==> src/rtl/ifetch_pkg.sv <==
// Shared types and constants for the instruction fetch slice.
// Exception codes, segment decode constants and FSM states.
package ifetch_pkg;

  localparam logic [4:0]  EXC_ADEL      = 5'd4;
  localparam logic [4:0]  EXC_TLBL      = 5'd2;
  localparam logic [1:0]  KSEG01_TAG    = 2'b10;
  localparam logic [31:0] UNMAPPED_MASK = 32'h1FFF_FFFF;

  typedef enum logic [1:0] {
    FETCH,
    WAIT,
    DRAIN,
    HALT
  } fetch_state_e;

  typedef struct packed {
    logic [31:0] phys;
    logic        exc;
    logic [4:0]  code;
  } xlate_t;

endpackage

==> src/rtl/ifetch_if.sv <==
// Instruction bus and fetch-to-decode slot handshake bundle.
// master = fetch unit side, slave = bus/decode side.
interface ifetch_if;

  logic        ibus_req_o;
  logic [31:0] ibus_addr_o;
  logic        ibus_ack_i;
  logic [31:0] ibus_rdata_i;

  logic        inst_valid_o;
  logic        inst_ready_i;
  logic [31:0] inst_o;
  logic [31:0] inst_pc_o;
  logic        exc_o;
  logic [4:0]  exc_code_o;
  logic [31:0] bad_vaddr_o;

  modport master (
    output ibus_req_o,
    output ibus_addr_o,
    input  ibus_ack_i,
    input  ibus_rdata_i,
    output inst_valid_o,
    input  inst_ready_i,
    output inst_o,
    output inst_pc_o,
    output exc_o,
    output exc_code_o,
    output bad_vaddr_o
  );

  modport slave (
    input  ibus_req_o,
    input  ibus_addr_o,
    output ibus_ack_i,
    output ibus_rdata_i,
    input  inst_valid_o,
    output inst_ready_i,
    input  inst_o,
    input  inst_pc_o,
    input  exc_o,
    input  exc_code_o,
    input  bad_vaddr_o
  );

endinterface

==> src/rtl/fetch_addr_xlate.sv <==
// PC translation and fetch exception check (combinational).
// kseg0/kseg1 bypass the TLB; AdEL outranks TLBL.
module fetch_addr_xlate
  import ifetch_pkg::*;
(
  input  logic [31:0] pc,
  input  logic        user_mode,
  input  logic [31:0] tlb_phys,
  input  logic        tlb_miss,
  output xlate_t      res
);

  logic unmapped;
  logic adel;
  logic tlbl;

  assign unmapped = (pc[31:30] == KSEG01_TAG);
  assign adel     = (pc[1:0] != 2'b00) ||
                    (user_mode && pc[31]);
  assign tlbl     = !adel && !unmapped && tlb_miss;

  always_comb begin
    res.phys = unmapped ? (pc & UNMAPPED_MASK)
                        : tlb_phys;
    res.exc  = 1'b0;
    res.code = '0;
    unique case (1'b1)
      adel: begin
        res.exc  = 1'b1;
        res.code = EXC_ADEL;
      end
      tlbl: begin
        res.exc  = 1'b1;
        res.code = EXC_TLBL;
      end
      default: ;
    endcase
  end

endmodule

==> src/rtl/ifetch_unit.sv <==
// Instruction fetch stage: owns the PC, issues one bus read
// at a time and hands words or fetch faults to decode.
module ifetch_unit
  import ifetch_pkg::*;
#(
  parameter logic [31:0] RESET_PC = 32'hBFC0_0000
) (
  input  logic        clk,
  input  logic        rst_n,
  input  logic        redirect_i,
  input  logic [31:0] redirect_pc_i,
  input  logic        user_mode_i,
  output logic [31:0] ins_addr_virt_o,
  input  logic [31:0] ins_addr_phy_i,
  input  logic        ins_miss_i,
  ifetch_if.master    bus
);

  fetch_state_e state_q;
  logic [31:0]  pc_q;
  logic         req_q;
  logic [31:0]  addr_q;
  logic         vld_q;
  logic [31:0]  inst_q;
  logic [31:0]  ipc_q;
  logic         exc_q;
  logic [4:0]   code_q;
  logic [31:0]  bad_q;
  xlate_t       xl;
  logic         slot_free;

  fetch_addr_xlate u_xlate (
    .pc        (pc_q),
    .user_mode (user_mode_i),
    .tlb_phys  (ins_addr_phy_i),
    .tlb_miss  (ins_miss_i),
    .res       (xl)
  );

  assign slot_free = !vld_q || bus.inst_ready_i;

  always_ff @(posedge clk or negedge rst_n) begin
    if (!rst_n) begin
      state_q <= FETCH;
      pc_q    <= RESET_PC;
      req_q   <= 1'b0;
      addr_q  <= '0;
      vld_q   <= 1'b0;
      inst_q  <= '0;
      ipc_q   <= '0;
      exc_q   <= 1'b0;
      code_q  <= '0;
      bad_q   <= '0;
    end else begin
      if (vld_q && bus.inst_ready_i)
        vld_q <= 1'b0;
      unique case (state_q)
        FETCH: begin
          if (redirect_i) begin
            pc_q  <= redirect_pc_i;
            vld_q <= 1'b0;
          end else if (slot_free) begin
            if (xl.exc) begin
              vld_q   <= 1'b1;
              exc_q   <= 1'b1;
              code_q  <= xl.code;
              bad_q   <= pc_q;
              ipc_q   <= pc_q;
              inst_q  <= '0;
              state_q <= HALT;
            end else begin
              // latch phys so TLB updates cannot move the request
              req_q   <= 1'b1;
              addr_q  <= xl.phys;
              state_q <= WAIT;
            end
          end
        end
        WAIT: begin
          if (bus.ibus_ack_i) begin
            req_q   <= 1'b0;
            state_q <= FETCH;
            if (redirect_i) begin
              pc_q  <= redirect_pc_i;
              vld_q <= 1'b0;
            end else begin
              vld_q  <= 1'b1;
              inst_q <= bus.ibus_rdata_i;
              ipc_q  <= pc_q;
              exc_q  <= 1'b0;
              pc_q   <= pc_q + 32'd4;
            end
          end else if (redirect_i) begin
            pc_q    <= redirect_pc_i;
            vld_q   <= 1'b0;
            state_q <= DRAIN;
          end
        end
        DRAIN: begin
          if (redirect_i) begin
            pc_q  <= redirect_pc_i;
            vld_q <= 1'b0;
          end
          if (bus.ibus_ack_i) begin
            req_q   <= 1'b0;
            state_q <= FETCH;
          end
        end
        HALT: begin
          if (redirect_i) begin
            pc_q    <= redirect_pc_i;
            vld_q   <= 1'b0;
            state_q <= FETCH;
          end
        end
        default: state_q <= FETCH;
      endcase
    end
  end

  assign ins_addr_virt_o  = pc_q;
  assign bus.ibus_req_o   = req_q;
  assign bus.ibus_addr_o  = addr_q;
  assign bus.inst_valid_o = vld_q;
  assign bus.inst_o       = inst_q;
  assign bus.inst_pc_o    = ipc_q;
  assign bus.exc_o        = exc_q;
  assign bus.exc_code_o   = code_q;
  assign bus.bad_vaddr_o  = bad_q;

endmodule

==> src/flat_wrapper.sv <==
// flat-port wrapper written by rule: the top's interface ports become plain ports
module ifetch_unit_flat import ifetch_pkg::*;
#(
  parameter logic [31:0] RESET_PC = 32'hBFC0_0000
)
  (clk, rst_n, redirect_i, redirect_pc_i, user_mode_i, ins_addr_virt_o, ins_addr_phy_i, ins_miss_i, bus_ibus_req_o, bus_ibus_addr_o, bus_ibus_ack_i, bus_ibus_rdata_i, bus_inst_valid_o, bus_inst_ready_i, bus_inst_o, bus_inst_pc_o, bus_exc_o, bus_exc_code_o, bus_bad_vaddr_o);
  ifetch_if bus_i ();
  input  logic clk;
  input  logic rst_n;
  input  logic redirect_i;
  input  logic [31:0] redirect_pc_i;
  input  logic user_mode_i;
  output logic [31:0] ins_addr_virt_o;
  input  logic [31:0] ins_addr_phy_i;
  input  logic ins_miss_i;
  output wire logic [$bits(bus_i.ibus_req_o)-1:0] bus_ibus_req_o;
  output wire logic [$bits(bus_i.ibus_addr_o)-1:0] bus_ibus_addr_o;
  input wire logic [$bits(bus_i.ibus_ack_i)-1:0] bus_ibus_ack_i;
  input wire logic [$bits(bus_i.ibus_rdata_i)-1:0] bus_ibus_rdata_i;
  output wire logic [$bits(bus_i.inst_valid_o)-1:0] bus_inst_valid_o;
  input wire logic [$bits(bus_i.inst_ready_i)-1:0] bus_inst_ready_i;
  output wire logic [$bits(bus_i.inst_o)-1:0] bus_inst_o;
  output wire logic [$bits(bus_i.inst_pc_o)-1:0] bus_inst_pc_o;
  output wire logic [$bits(bus_i.exc_o)-1:0] bus_exc_o;
  output wire logic [$bits(bus_i.exc_code_o)-1:0] bus_exc_code_o;
  output wire logic [$bits(bus_i.bad_vaddr_o)-1:0] bus_bad_vaddr_o;
  assign bus_ibus_req_o = bus_i.ibus_req_o;
  assign bus_ibus_addr_o = bus_i.ibus_addr_o;
  assign bus_i.ibus_ack_i = bus_ibus_ack_i;
  assign bus_i.ibus_rdata_i = bus_ibus_rdata_i;
  assign bus_inst_valid_o = bus_i.inst_valid_o;
  assign bus_i.inst_ready_i = bus_inst_ready_i;
  assign bus_inst_o = bus_i.inst_o;
  assign bus_inst_pc_o = bus_i.inst_pc_o;
  assign bus_exc_o = bus_i.exc_o;
  assign bus_exc_code_o = bus_i.exc_code_o;
  assign bus_bad_vaddr_o = bus_i.bad_vaddr_o;
  ifetch_unit #(.RESET_PC(RESET_PC)) u_core (.clk(clk), .rst_n(rst_n), .redirect_i(redirect_i), .redirect_pc_i(redirect_pc_i), .user_mode_i(user_mode_i), .ins_addr_virt_o(ins_addr_virt_o), .ins_addr_phy_i(ins_addr_phy_i), .ins_miss_i(ins_miss_i), .bus(bus_i));
endmodule
==> config.mk <==
export PLATFORM = sky130hd
export DESIGN_NAME = ifetch_unit_flat
export DESIGN_NICKNAME = d
export VERILOG_FILES = /design/src/rtl/ifetch_pkg.sv /design/src/rtl/ifetch_if.sv /design/src/rtl/fetch_addr_xlate.sv /design/src/rtl/ifetch_unit.sv /design/src/flat_wrapper.sv
export SDC_FILE = /design/constraint.sdc
export NUM_CORES = 1
export LEC_CHECK = 0
export ABC_AREA = 1
export BUFFER_PORTS_ARGS = -buffer_cell sky130_fd_sc_hd__clkbuf_2
export CAP_MARGIN = 10
export CORE_MARGIN = 1.5
export CORE_UTILIZATION = 50
export DETAILED_ROUTE_END_ITERATION = 6
export HOLD_SLACK_MARGIN = 0.1
export PLACE_DENSITY = 0.88
export SLEW_MARGIN = 30
export SYNTH_ARGS = -nofsm -noshare
export SYNTH_HDL_FRONTEND = slang
export SYNTH_SLANG_ARGS = --single-unit
==> constraint.sdc <==
create_clock -name clk -period 2.17 [get_ports clk]
set_input_delay 0.217 -clock clk [delete_from_list [all_inputs] [get_ports clk]]
set_output_delay 0.217 -clock clk [all_outputs]
set_load 0.02 [all_outputs]
After elaboration in Yosys (flattened, before gate mapping)
Index checks and enable logic that the tools add are counted.
Widths: inputs -> output; s select.
{"block": "classes", "n_addsub": 1, "reduce_logical": 21, "n_mux": 45, "bitwise": 2, "eq_ne": 14}
{"op": "$mux 32", "n": 14}
{"op": "$pmux 32 s2", "n": 3}
{"op": "$add 32x3->32 const B", "n": 1}
{"op": "$mux 1", "n": 16}
{"op": "$mux 2", "n": 7}
{"op": "$ne 2x2->1 const B", "n": 7}
{"op": "$pmux 6 s2", "n": 1}
{"op": "$reduce_and 5->1", "n": 2}
{"op": "$pmux 2 s4", "n": 1}
{"op": "$reduce_and 4->1", "n": 2}
{"op": "$eq 2x2->1 const B", "n": 3}
{"op": "$reduce_and 6->1", "n": 1}
{"op": "$reduce_bool 2->1", "n": 3}
{"op": "$logic_and 1x1->1", "n": 4}
{"op": "$ne 2x1->1 const B", "n": 2}
{"op": "$pmux 1 s2", "n": 2}
{"op": "$reduce_or 2->1", "n": 2}
{"op": "$logic_not 1->1", "n": 3}
{"op": "$ne 3x3->1 const B", "n": 1}
{"op": "$pmux 1 s3", "n": 1}
{"op": "$reduce_or 3->1", "n": 1}
{"op": "$eq 2x1->1 const B", "n": 1}
{"op": "$logic_not 2->1", "n": 1}
{"op": "$logic_or 1x1->1", "n": 2}
{"op": "$not 1->1", "n": 2}
{"block": "word_totals", "register_bits": 170, "output_inout_bits": 168, "inputBits": 103}

Logic depth before layout (Yosys ltp)
{"block": "depth", "word_depth": 10, "ltp_mapped": 11, "depth_no_buf": 10}

By module
From an unflattened synthesis, not the netlist that was laid out.
{"block": "hier_totals", "cells_unflattened": 912, "hier_area_um2": 7966.4}
{"mod": "ifetch_unit", "seq_area_each_um2": 4265.3, "instances": 1, "area_each_um2": 7498.4, "cells_per_inst": 798}
{"mod": "fetch_addr_xlate", "seq_area_each_um2": 0.0, "instances": 1, "area_each_um2": 467.9, "cells_per_inst": 114}

Least setup slack after synthesis
Ideal clock, no wire load.
{"block": "synth_path", "kind": "register -> register", "from": "register u_core.pc_q[31] (netlist: u_core.ins_addr_virt_o[31])", "to": "register u_core.exc_q (netlist: u_core.bus.exc_o)", "required_time_ps": 2038, "stages_incl_launch_ff": 10, "slack_ps": 423, "t_arrival_ps": 1615, "period_less_slack_ps": 1747, "n_path_buf": 2, "cell_sequence": "dfstp_2 > inv_2 > nor2_4 > inv_2 > a21oi_2 > inv_2 > o21ai_4 > buf_6 > buf_2 > o21ai_1"}
{"block": "synth_via", "elab_chain_cells": 8, "word_cells_on_any_way": 10}
{"item": "start: declaration", "line": "ifetch_unit.sv:20", "text": "logic [31:0] pc_q;"}
{"item": "start signal: assignment", "line": "ifetch_unit.sv:60", "text": "pc_q <= redirect_pc_i;"}
{"item": "start signal: assignment", "line": "ifetch_unit.sv:84", "text": "pc_q <= redirect_pc_i;"}
{"item": "start signal: assignment", "line": "ifetch_unit.sv:91", "text": "pc_q <= pc_q + 32'd4;"}
{"item": "$logic_and 1x1->1", "line": "fetch_addr_xlate.sv:19", "text": "(user_mode && pc[31]);"}
{"item": "$logic_or 1x1->1", "line": "fetch_addr_xlate.sv:18", "text": "assign adel = (pc[1:0] != 2'b00) ||"}
{"item": "$logic_not 1->1", "line": "fetch_addr_xlate.sv:20", "text": "assign tlbl = !adel && !unmapped && tlb_miss;"}
{"item": "$logic_and 1x1->1 (2 in series)", "line": "fetch_addr_xlate.sv:20"}
{"item": "$pmux 6 s2 (*)", "line": "fetch_addr_xlate.sv:27", "text": "unique case (1'b1)"}
{"item": "$ne 2x2->1 (no line) (*)"}
{"item": "$reduce_and 6->1 (no line) (*)"}
{"item": "end signal: assignment", "line": "ifetch_unit.sv:51", "text": "exc_q <= 1'b0;"}
{"item": "end signal: assignment", "line": "ifetch_unit.sv:65", "text": "exc_q <= 1'b1;"}
{"item": "end signal: assignment", "line": "ifetch_unit.sv:90", "text": "exc_q <= 1'b0;"}
{"item": "end: declaration", "line": "ifetch_unit.sv:26", "text": "logic exc_q;"}
Every way passes the cells marked *; elsewhere a longest branch is shown, timed or not.
A chain may end at the register's enable or synchronous reset.

Worst setup path after layout
{"block": "layout_path", "from": "register u_core.state_q[1]", "to": "register u_core.pc_q[26] (netlist: u_core.ins_addr_virt_o[26])"}
{"block": "layout_via", "elab_chain_cells": 3, "word_cells_on_any_way": 6}
{"item": "start: declaration", "line": "ifetch_unit.sv:19", "text": "fetch_state_e state_q;"}
{"item": "start signal: assignment", "line": "ifetch_unit.sv:44", "text": "state_q <= FETCH;"}
{"item": "start signal: assignment", "line": "ifetch_unit.sv:70", "text": "state_q <= HALT;"}
{"item": "start signal: assignment", "line": "ifetch_unit.sv:75", "text": "state_q <= WAIT;"}
{"item": "$eq 2x2->1 or $logic_not 2->1 (tied branches)", "line": "ifetch_unit.sv:57", "text": "unique case (state_q)"}
{"item": "$reduce_or 3->1 (no line)"}
{"item": "$pmux 32 s2 (*)", "line": "ifetch_unit.sv:57"}
Marked as above.

==> impl_results.md <==
- Final core utilization: 69.81%
- Share of the synthesized area in the top cell type: 51.97%
- Worst-Margin Slew: 0.5826 ns
- Mapped Area: 7607 um^2
- CTS tree: built
- CP max stage cell: dfrtp_1
- Crit-path max FO: 17
- Pwr per Cell Area: 1321 nW/um^2
- Buf/Inv on CP: 3
- Via density: 5.291
- DIE HEIGHT: 126.3 um
- Status: finished, final reports clean
- Clock Skew: 0.008254 ns
- Leakage: 5.147 nW
- Initial antenna violation count: 0
- RePlAce Congestion: 0.8663
- Tmin final: 1.958 ns
- CP top delay family: simple AND/OR/NAND/NOR gates
- Final period utilization: 90.21%
- Total Routing Usage GR: 29.37%
- Die X-Extent: 126.3 um
- Sequential power share: 37.2%
- FILL cells: 1117
- WHS Endpoint: u_core.ins_addr_virt_o[15]
- Max VDD drop: 782.9 uV
- Max Fclk: 510.8 MHz
- Hold path depth: 5
- Slew HR: 61.16%
- Root buf cell: clkbuf_16
- Routed len/inst: 16.13 um
- Row cnt: 44
- Sw power: 0.005664 W
- Clock Tree Buf Depth: 2
- Final net count: 1328
- Comb pwr share: 40.8%
- Initial DRC Count: 505
- Clock power share: 22.0%
- Initial DRT Pass Iterations: 5
- Ys Warns: 0
- Total gr overflow: 0
- HP Class: primary input to flop
- Register area share after synthesis: 55.08%
- Antenna diodes: 0
- Number of remaining DRC errors: 0
- Distinct cells, synth: 34
- Largest net degree at the start of global routing: 67
- First-pass GRT wire length: 37160 um
- Number of max-cap violations: 0
- Clock transition at path regs: 0.06 ns
- Startpoint Class: flop
- Num CTS Buffers: 17
- Setup violations, final: 0
- Synthesized instance count: 909
- Die Area: 15960 um^2
- Starting Density: 51.75%
- P&R area growth vs syn: 34.88%
- Synth top area cells: dfrtp_1, nand2_1, o21ai_0
- Pins over their slew limit: 0
- CP max stage delay: 0.40 ns
- Via count: 7482
- Core area: 14700 um^2
- Clk Latency, worst-skew pair: 0.42 ns
- Critical path depth in cells: 9
- R2r endpoint: u_core.ins_addr_virt_o[26]
- Placed Instance Area: 9130 um^2
- WS Path Type: flop to flop
- Clk sink count: 167
- Cells on worst reg2reg path: 9
- WHS: 0.1165 ns
- Wirelength, routed: 22800 um
- Hold path start: redirect_pc_i[15]
- CP Data Required Time: 2.51 ns
- Post-synth top area cell: dfrtp_1
- Reg-to-reg startpoint: u_core.state_q[1]
- Setup crit end kind: flop
- H-tree depth: 4
- Worst path cell trace: inv_1 > ha_1 > nand2_1 > clkinv_1 > buf_4 > nand3_1 > nor2_1 > nand3b_1 > o21ai_0
- Vias in the first global route: 7429
- RSZ-0062 raised after global routing: no
- Worst R2R Setup Slack: 0.21 ns
- Final Hold Fails: 0
- Post-route ant nets: 0
- Post-synthesis average cell area: 8.369 um^2
- Postcts setup bufs: 0
- Internal: 0.007888 W
- Port Buf Inserts: 267
- Seq cells post-synth: 167
- Finished Cell Area: 10260 um^2
- Layout cells sized above 1: 27.40%
- # IOs: 271
- Arr. time, crit path: 2.29 ns
- Sw Share: 41.79%
- DP HPWL: 15440 um
- Fin Setup TNS: 0 ns
==> area by class of cell <==
type / instances / area [um^2] / area share (%)
Tap cell: 184 / 230.2 / 2.244
Inverter: 68 / 255.2 / 2.488
Clock buffer: 20 / 456.7 / 4.451
Clock inverter: 11 / 123.9 / 1.207
Sequential cell: 167 / 4190 / 40.84
Timing Repair Buffer: 338 / 2073 / 20.20
Multi-Input combinational cell: 626 / 2932 / 28.57
==> sequential cells by signal, indices dropped and copies added, names as in the netlist <==
| register | count |
|---|---|
| u_core.bus.ibus_req_o | 1 |
| u_core.state_q | 2 |
| u_core.bus.inst_valid_o | 1 |
| u_core.bus.exc_o | 1 |
| u_core.ins_addr_virt_o | 32 |
| u_core.bus.ibus_addr_o | 32 |
| u_core.bus.exc_code_o | 2 |
| u_core.bus.inst_pc_o | 32 |
| u_core.bus.bad_vaddr_o | 32 |
| u_core.bus.inst_o | 32 |
==> worst max-delay path by stage <==
stage,slack (ns),end,from
after CTS,0.15,u_core.ins_addr_virt_o[13],u_core.state_q[1]
after floorplan,0.42,u_core.bus.exc_o,u_core.ins_addr_virt_o[31]
after detailed placement,0.20,u_core.ins_addr_virt_o[31],u_core.state_q[1]
final,0.21,u_core.ins_addr_virt_o[26],u_core.state_q[1]
after global routing,0.003,u_core.ins_addr_virt_o[13],u_core.state_q[1]
after global placement,0.28,u_core.bus.ibus_addr_o[0],u_core.state_q[0]
==> cell usage after synthesis <==
| library cell | n |
|---|---|
| mux2i_1 | 1 |
| clkinv_1 | 1 |
| nor3_2 | 1 |
| a21oi_1 | 9 |
| o21ai_4 | 1 |
| buf_1 | 7 |
| xor2_1 | 2 |
| nand2_1 | 294 |
| buf_6 | 1 |
| or2_2 | 1 |
| o2111ai_1 | 1 |
| inv_1 | 63 |
| conb_1 | 1 |
| dfstp_2 | 9 |
| nor2_4 | 1 |
| dfrtp_1 | 158 |
| nor2_1 | 33 |
| nand3b_1 | 1 |
| a31oi_1 | 1 |
| clkbuf_1 | 16 |
| inv_2 | 4 |
| nor2_2 | 1 |
| ha_1 | 7 |
| nand3_1 | 36 |
| o21ai_0 | 99 |
| o21a_1 | 29 |
| nand4_1 | 9 |
| buf_4 | 11 |
| buf_2 | 15 |
| a21oi_2 | 1 |
| o21ai_1 | 77 |
| nor3_1 | 14 |
| o211ai_1 | 3 |
| and3_1 | 1 |
==> cell usage in the layout, fill, tap and decap left out, types with 3 or more instances in the layout <==
cell	count
nand3_1	36
buf_12	5
o21ai_0	99
conb_1	3
dlygate4sd3_1	54
o21a_1	29
nor3_1	13
clkinv_2	3
inv_2	4
nand2_1	293
inv_1	63
clkinvlp_4	3
clkbuf_16	17
o21ai_1	77
ha_1	7
nand4_1	9
clkbuf_2	266
nor2_1	31
dfrtp_1	158
dfstp_2	9
o211ai_1	3
a21oi_1	9
buf_4	12
==> power by group through the flow <==
| stage | logic (W) | registers, W | clock network, W |
|---|---|---|---|
| 2_1_floorplan | 0.00208 | 0.00641 | 0 |
| 3_3_place_gp | 0.00526 | 0.00500 | 0 |
| 3_5_place_dp | 0.00542 | 0.00505 | 0 |
| 4_1_cts | 0.00553 | 0.00502 | 0.00302 |
| 5_1_grt | 0.00603 | 0.00518 | 0.00317 |
| 6_report | 0.00553 | 0.00504 | 0.00298 |
==> metal layers <==
| layer | wire length (um) | GRT usage, % | part of all wire [%] |
|---|---|---|---|
| met5 | 0 | 0 | 0 |
| met4 | 711 | 11.83 | 3.1 |
| met3 | 1875 | 8.604 | 8.2 |
| met2 | 11290 | 50.79 | 49 |
| met1 | 8930 | 34.44 | 39 |
==> per-stage QoR <==
stage	std cells	worst slack (ns)	power, W
after floorplan	911	0.4232	0.008489
after global placement	1329	0.2845	0.01026
after detailed placement	1329	0.1993	0.01048
after CTS	1414	0.1535	0.01357
after global routing	1414	0.002610	0.01438
final	1414	0.2124	0.01355
==> worst reg2reg max path: cells and delay by family (launching register included) <==
| kind | cells | cell delay (ns) |
|---|---|---|
| adders and majority gates | 1 | 0.22 |
| buffers and inverters | 3 | 0.45 |
| DFF | 1 | 0.40 |
| and+or+nand+nor | 4 | 0.62 |
| AOI/OAI and AO/OA | 1 | 0.19 |
==> logic make-up after synthesis <==
group,after synthesis,synth area share (%)
mux,1,0.1316
fa+ha+maj,7,1.151
buf+inv,118,6.711
other cells,1,0.04929
flops,167,55.08
simple gates,392,20.79
xor+xnor,2,0.2303
compound gates,221,15.86
==> repair_timing <==
item,CTS,global route
setup endpoints to repair,0,2
endpoints found under the hold margin,102,0
gates resized for setup,0,3
hold buffers,54,0
No activity file was read; power rests on OpenSTA's default activity.
